### src/rtl/serdes_pkg.sv
// Shared 8b/10b serdes constants and transmit FSM states.
package serdes_pkg;

    localparam int WORD_W = 10;

    localparam logic [WORD_W-1:0] K28_5_RDN = 10'd380;
    localparam logic [WORD_W-1:0] K28_5_RDP = 10'd643;

    typedef enum logic {
        ALIGN = 1'b0,
        DATA  = 1'b1
    } tx_state_e;

endpackage

### src/rtl/tx_piso.sv
// 10-bit parallel-in serial-out transmitter, LSB first,
// with a comma alignment preamble after reset and comma fill when idle.
module tx_piso
    import serdes_pkg::*;
#(
    parameter int ALIGN_WORDS = 4
) (
    input  logic              BitCLK,
    input  logic              Reset,
    input  logic [WORD_W-1:0] TxParallel_10,
    input  logic              TxValid,
    output logic              TxReady,
    output logic              Serial,
    output logic              TxIdle
);

    tx_state_e         state_q, state_d;
    logic [3:0]        bit_cnt_q, bit_cnt_d;
    logic [3:0]        align_cnt_q, align_cnt_d;
    logic [WORD_W-1:0] shift_q, shift_d;
    logic              rdp_q, rdp_d;
    logic              idle_q, idle_d;
    logic              load;
    logic [WORD_W-1:0] comma;

    assign load  = (bit_cnt_q == 4'd9);
    assign comma = rdp_q ? K28_5_RDP : K28_5_RDN;

    assign TxReady = (state_q == DATA) && load;
    assign Serial  = shift_q[0];
    assign TxIdle  = idle_q;

    always_comb begin
        state_d     = state_q;
        bit_cnt_d   = load ? 4'd0 : bit_cnt_q + 4'd1;
        align_cnt_d = align_cnt_q;
        shift_d     = {1'b0, shift_q[WORD_W-1:1]};
        rdp_d       = rdp_q;
        idle_d      = idle_q;
        if (load) begin
            if (TxReady && TxValid) begin
                shift_d = TxParallel_10;
                idle_d  = 1'b0;
            end else begin
                shift_d = comma;
                rdp_d   = ~rdp_q;
                idle_d  = 1'b1;
            end
            if (state_q == ALIGN) begin
                align_cnt_d = align_cnt_q + 4'd1;
                if (align_cnt_q == 4'(ALIGN_WORDS - 1)) begin
                    state_d = DATA;
                end
            end
        end
    end

    always_ff @(posedge BitCLK or negedge Reset) begin
        if (!Reset) begin
            state_q     <= ALIGN;
            bit_cnt_q   <= 4'd9;
            align_cnt_q <= 4'd0;
            shift_q     <= '0;
            rdp_q       <= 1'b0;
            idle_q      <= 1'b0;
        end else begin
            state_q     <= state_d;
            bit_cnt_q   <= bit_cnt_d;
            align_cnt_q <= align_cnt_d;
            shift_q     <= shift_d;
            rdp_q       <= rdp_d;
            idle_q      <= idle_d;
        end
    end

endmodule

### config.mk
export PLATFORM = sky130hd
export DESIGN_NAME = tx_piso
export DESIGN_NICKNAME = d
export VERILOG_FILES = /design/src/rtl/serdes_pkg.sv /design/src/rtl/tx_piso.sv
export SDC_FILE = /design/constraint.sdc
export NUM_CORES = 1
export LEC_CHECK = 0
export ABC_AREA = 1
export CAP_MARGIN = 40
export CORE_ASPECT_RATIO = 1.5
export CORE_UTILIZATION = 50
export CTS_CLUSTER_SIZE = 12
export DETAILED_ROUTE_END_ITERATION = 8
export PLACE_DENSITY = 0.87
export SYNTH_ARGS = -nofsm -noshare
export SYNTH_HDL_FRONTEND = slang
export SYNTH_SLANG_ARGS = --single-unit
### constraint.sdc
create_clock -name BitCLK -period 1.8 [get_ports BitCLK]
set_input_delay 0.18 -clock BitCLK [delete_from_list [all_inputs] [get_ports BitCLK]]
set_output_delay 0.18 -clock BitCLK [all_outputs]
set_load 0.02 [all_outputs]
[Word-level counts from Yosys, hierarchy flattened]
Cells that the tools add are included.
Storage, ports and cells
  register bits: 21
  input bits: 13
  word-level logic and storage cells: 24
Cells by class
  bitwise operators: 3
  reductions and logical operators: 4
  multiplexer cells: 7
  equality and inequality tests: 2
  add/sub/neg operators: 2
Operator list (count)
  $mux W10: 3
  $add A4 B1 Y4 const B: 2
  $eq A4 B2 Y1 const B: 1
  $eq A4 B4 Y1 const B: 1
  $mux W4: 1
  $reduce_and A2 Y1: 2
  $mux W1: 3
  $not A1 Y1: 3
  $logic_and A1 B1 Y1: 2

[Logic depth before layout (Yosys ltp)]
  depth in word-level cells: 5
  gate-level depth with buffers: 7

[Worst setup path after synthesis]
Ideal clock, no wire load.
  kind: register to output
  start point: register bit_cnt_q[3]
  end point: output port TxReady
  path slack: 354 ps
  arrival: 1266 ps
  required time: 1620 ps
  cell stages (with the launch flop): 6
  path buffers: 1
  cells stage by stage: dfstp_2 > nand2_2 > nor2_8 > inv_2 > buf_6 > nor2_1
On the way
  word-level cells in the longest chain between the ends: 2
RTL lines
  start: declaration: line tx_piso.sv:18  | logic [3:0] bit_cnt_q, bit_cnt_d;
  start signal: assignment: line tx_piso.sv:68  | bit_cnt_q <= bit_cnt_d;
  $eq A4 B4 Y1: line tx_piso.sv:26  | assign load = (bit_cnt_q == 4'd9);
  $logic_and A1 B1 Y1: line tx_piso.sv:29  | assign TxReady = (state_q == DATA) && load;
  end: declaration: line tx_piso.sv:12  | output logic TxReady,
No other way between the ends.

[Worst setup path in the final report]
Same ends and word-level chain as after synthesis.

==> summary.txt <==
GLOBAL ROUTING
---------------------------------------------------------------------------------------
Vias in the first global route                                                      800
Initial antenna violation count                                                       0
Maximum number of pins on one net before global-route repair                         22
Wire length of the first global-routing pass                                    3160 um
Overall Global Routing Usage                                                     0.1924
Global route total overflow                                                           0

TIMING
---------------------------------------------------------------------------------------
Worst slew pin tran                                                           0.3278 ns
Final critical delay including setup and external delays                       1.702 ns
Final Skew                                                                  0.003944 ns
Maximum frequency from static timing analysis                                 587.5 MHz
Worst slew margin relative to its limit                                          0.7805
Unrepaired setup endpoints after global routing                                   false
Total count of hold-check failures in the final report                                0
Count of endpoints failing setup in the final report                                  0
Final Slew Violations                                                                 0
Post-route clock period utilization                                              0.9456
Final TNS setup                                                                    0 ns

DIE
---------------------------------------------------------------------------------------
Number of rows in the core area                                                      19
Ports placed on the boundary                                                         16
Die area                                                                   0.002209 mm2
Initial cell density of the core                                                 0.5452
Placeable Area                                                             0.001854 mm2
Vert. Die Dim                                                                  57.07 um
Die Span X                                                                     38.72 um

WORST SETUP PATH
---------------------------------------------------------------------------------------
Worst-case register-to-register setup slack                                     0.34 ns
Crit-path max cell delay                                                        0.57 ns
Library cell contributing the largest single delay on the critical path         dfstp_2
Total stage count of the critical path                                                5
Launching point of the worst reg2reg path                                  bit_cnt_q[3]
Number of buffer and inverter stages on the critical path                             2
Startpoint-to-endpoint class of the critical path                            reg -> out
CP endpoint kind                                                            output port
Cells along the critical path                                              nand2_2 > nor2_8 > inv_2 > nor2_1 > dlygate4sd2_1
Depth of the worst register-to-register path                                          7
Top Family by Delay on Critical Path                                         flip-flops
Nature of the critical path startpoint                                             flop
Worst flop-to-flop path endpoint                                             shift_q[6]
Peak fanout along the critical path                                                   2
Required time reported for the critical path endpoint                           1.62 ns
Worst endpoint data arrival time                                                1.52 ns

CLOCK TREE
---------------------------------------------------------------------------------------
Clock-pin slew on the worst setup and hold paths                                0.11 ns
Number of buffers on the longest clock path                                           2
Worst-skew pair later-pin latency                                               0.29 ns
Root Buffer                                                                    clkbuf_4
Clock tree from TritonCTS                                                           yes
Clock net sink count                                                                 21
H-Tree Depth                                                                          1
Clock buffer count from CTS                                                           3

JOB
---------------------------------------------------------------------------------------
Count of maximum capacitance violations                                               0

PLACE
---------------------------------------------------------------------------------------
Count of buffers inserted at the top-level ports                                     15
Detailed placement HPWL                                                         1367 um
Total placed instance area                                                 0.001187 mm2
Final weighted congestion of routability-driven global placement                 0.7745

YOSYS
---------------------------------------------------------------------------------------
Avg Cell Area, Syn                                                            8.947 um2
Number of library cell types mapped by synthesis                                     21
Area share of the largest cell type after synthesis                              0.4703
Number of warnings printed during yosys synthesis                                     0
Post-synthesis sequential area ratio                                             0.5223
Post-synthesis cell area                                                   0.001011 mm2
Synth Register Bits                                                                  21
Top post-synthesis cells by area                                           dfrtp_1 47%, nand2_1 13%, inv_1 5.6%
Top cell type by total area after synthesis                                     dfrtp_1
Cell count after synthesis                                                          113
Net count of the mapped netlist                                                     127

CELLS AND AREA
---------------------------------------------------------------------------------------
Final std cell area, no fill                                               0.001212 mm2
N_diodes                                                                              0
Fraction of final layout cells sized beyond drive strength 1                     0.1353
Net count reported at finish                                                        148
Fill cell count                                                                     163
Synthesis-to-finish area growth                                                  19.93%

PWR
---------------------------------------------------------------------------------------
Power per unit of standard cell area                                       624.7 mW/mm2
Leakage power                                                                 0.6464 nW
Max IR drop VDD                                                               0.5249 mV

DETAILED ROUTING
---------------------------------------------------------------------------------------
Post-detailed-route DRC marker count                                                  0
Post-detailed-routing wire length                                               1885 um
Avg Vias per Cell                                                                 5.240
DR vias                                                                             807
Number of violations reported at the end of detailed-routing iteration 0             17
Average wire per standard cell                                                 12.24 um
Number of detailed-routing iterations run before antenna repair                       4
Number of routed nets with antenna violations                                         0

STATUS
---------------------------------------------------------------------------------------
Outcome                                                                    complete, no violations

HOLD PATH
---------------------------------------------------------------------------------------
Min-Delay Path Class                                                        in -> async

[Yosys cell counts]
library cell / number
clkinv_1: 1
xor2_1: 2
dfrtp_1: 19
ha_1: 1
xnor2_1: 2
nand3_1: 7
nor2_8: 1
buf_4: 1
nand3_4: 1
inv_1: 15
dfstp_2: 2
o21ai_0: 5
clkbuf_4: 1
o21ai_2: 1
buf_6: 2
nor2_1: 3
nand4_1: 9
o211ai_1: 1
nand2_2: 4
inv_2: 1
nand2_1: 34
[worst max path at each step]
stage / from / to / slack (ns)
2_1_floorplan: bit_cnt_q[3] / TxReady / 0.35
3_3_place_gp: bit_cnt_q[3] / TxReady / 0.17
3_5_place_dp: bit_cnt_q[3] / TxReady / 0.15
4_1_cts: bit_cnt_q[3] / TxReady / 0.08
5_1_grt: bit_cnt_q[3] / TxReady / 0.04
6_report: bit_cnt_q[3] / TxReady / 0.1
[power by group]
part	total, mW	internal (mW)	leakage, nW	switching, mW
Sequential	0.473	0.473	0.269	0
Clock	0.218	0.0862	0.0150	0.132
Combinational	0.0655	0.0369	0.362	0.0286
Total	0.757	0.597	0.646	0.161
[flip-flops by register name, indices dropped and copies added (netlist names)]
register / flops
shift_q: 10
align_cnt_q: 4
bit_cnt_q: 4
TxIdle: 1
rdp_q: 1
state_q: 1
[final cells by class]
| cell class | count | area [um2] | share of cell area |
|---|---|---|---|
| timing repair buffer | 20 | 186.4 | 0.1538 |
| sequential | 21 | 528.0 | 0.4355 |
| multi-input combinational | 71 | 381.6 | 0.3148 |
| clock buffer | 4 | 26.28 | 0.02167 |
| inverter | 17 | 63.81 | 0.05263 |
| tap | 21 | 26.28 | 0.02167 |
[metal layers]
layer / vias up / share of wire / track usage
li1: 394 / - / -
met1: 380 / 0.41 / 0.2407
met2: 28 / 0.53 / 0.3524
met3: 5 / 0.049 / 0.01167
met4: 0 / 0.010 / 0.03448
met5: - / 0 / 0
[kinds of logic (layout without fill, tap and decap cells)]
family | after synthesis | count (layout) | share of synthesized area
simple gates | 59 | 59 | 0.2896
xor+xnor | 4 | 4 | 0.03466
buf+inv | 21 | 41 | 0.1002
fa+ha+maj | 1 | 1 | 0.01237
flops | 21 | 21 | 0.5223
compound gates | 7 | 7 | 0.04084
[per-stage QoR]
stage	utilization	setup WS (ns)	instances	hold slack, ns	power, mW
after floorplan	-	0.3535	113	-0.1156	0.5068
after global placement	0.6404	0.1669	150	0.4299	0.5461
after detailed placement	0.6404	0.1547	150	0.4511	0.5486
after CTS	0.6538	0.07998	154	0.2165	0.7659
after global routing	0.6538	0.03592	154	0.2522	0.7888
final	0.6538	0.09801	154	0.2094	0.7574
[what timing repair did]
item	CTS	global route
endpoints found under the setup margin	1	0
hold buffers	0	0
resized for setup	1	0
setup buffers	0	0
[cell usage in the layout (no fill, tap or decap)]
| cell | n |
|---|---|
| nor2_8 | 1 |
| inv_1 | 15 |
| ha_1 | 1 |
| clkinv_1 | 1 |
| o21ai_2 | 1 |
| nand4_1 | 9 |
| nand3_4 | 1 |
| inv_2 | 1 |
| o21ai_0 | 5 |
| clkdlybuf4s50_1 | 14 |
| clkbuf_1 | 1 |
| buf_4 | 5 |
| dfrtp_1 | 19 |
| nand3_1 | 7 |
| dfstp_2 | 2 |
| nor2_1 | 3 |
| o211ai_1 | 1 |
| nand2_2 | 4 |
| clkbuf_4 | 3 |
| xnor2_1 | 2 |
| dlygate4sd2_1 | 1 |
| nand2_1 | 34 |
| xor2_1 | 2 |
No activity file was read; power rests on OpenSTA's default activity.
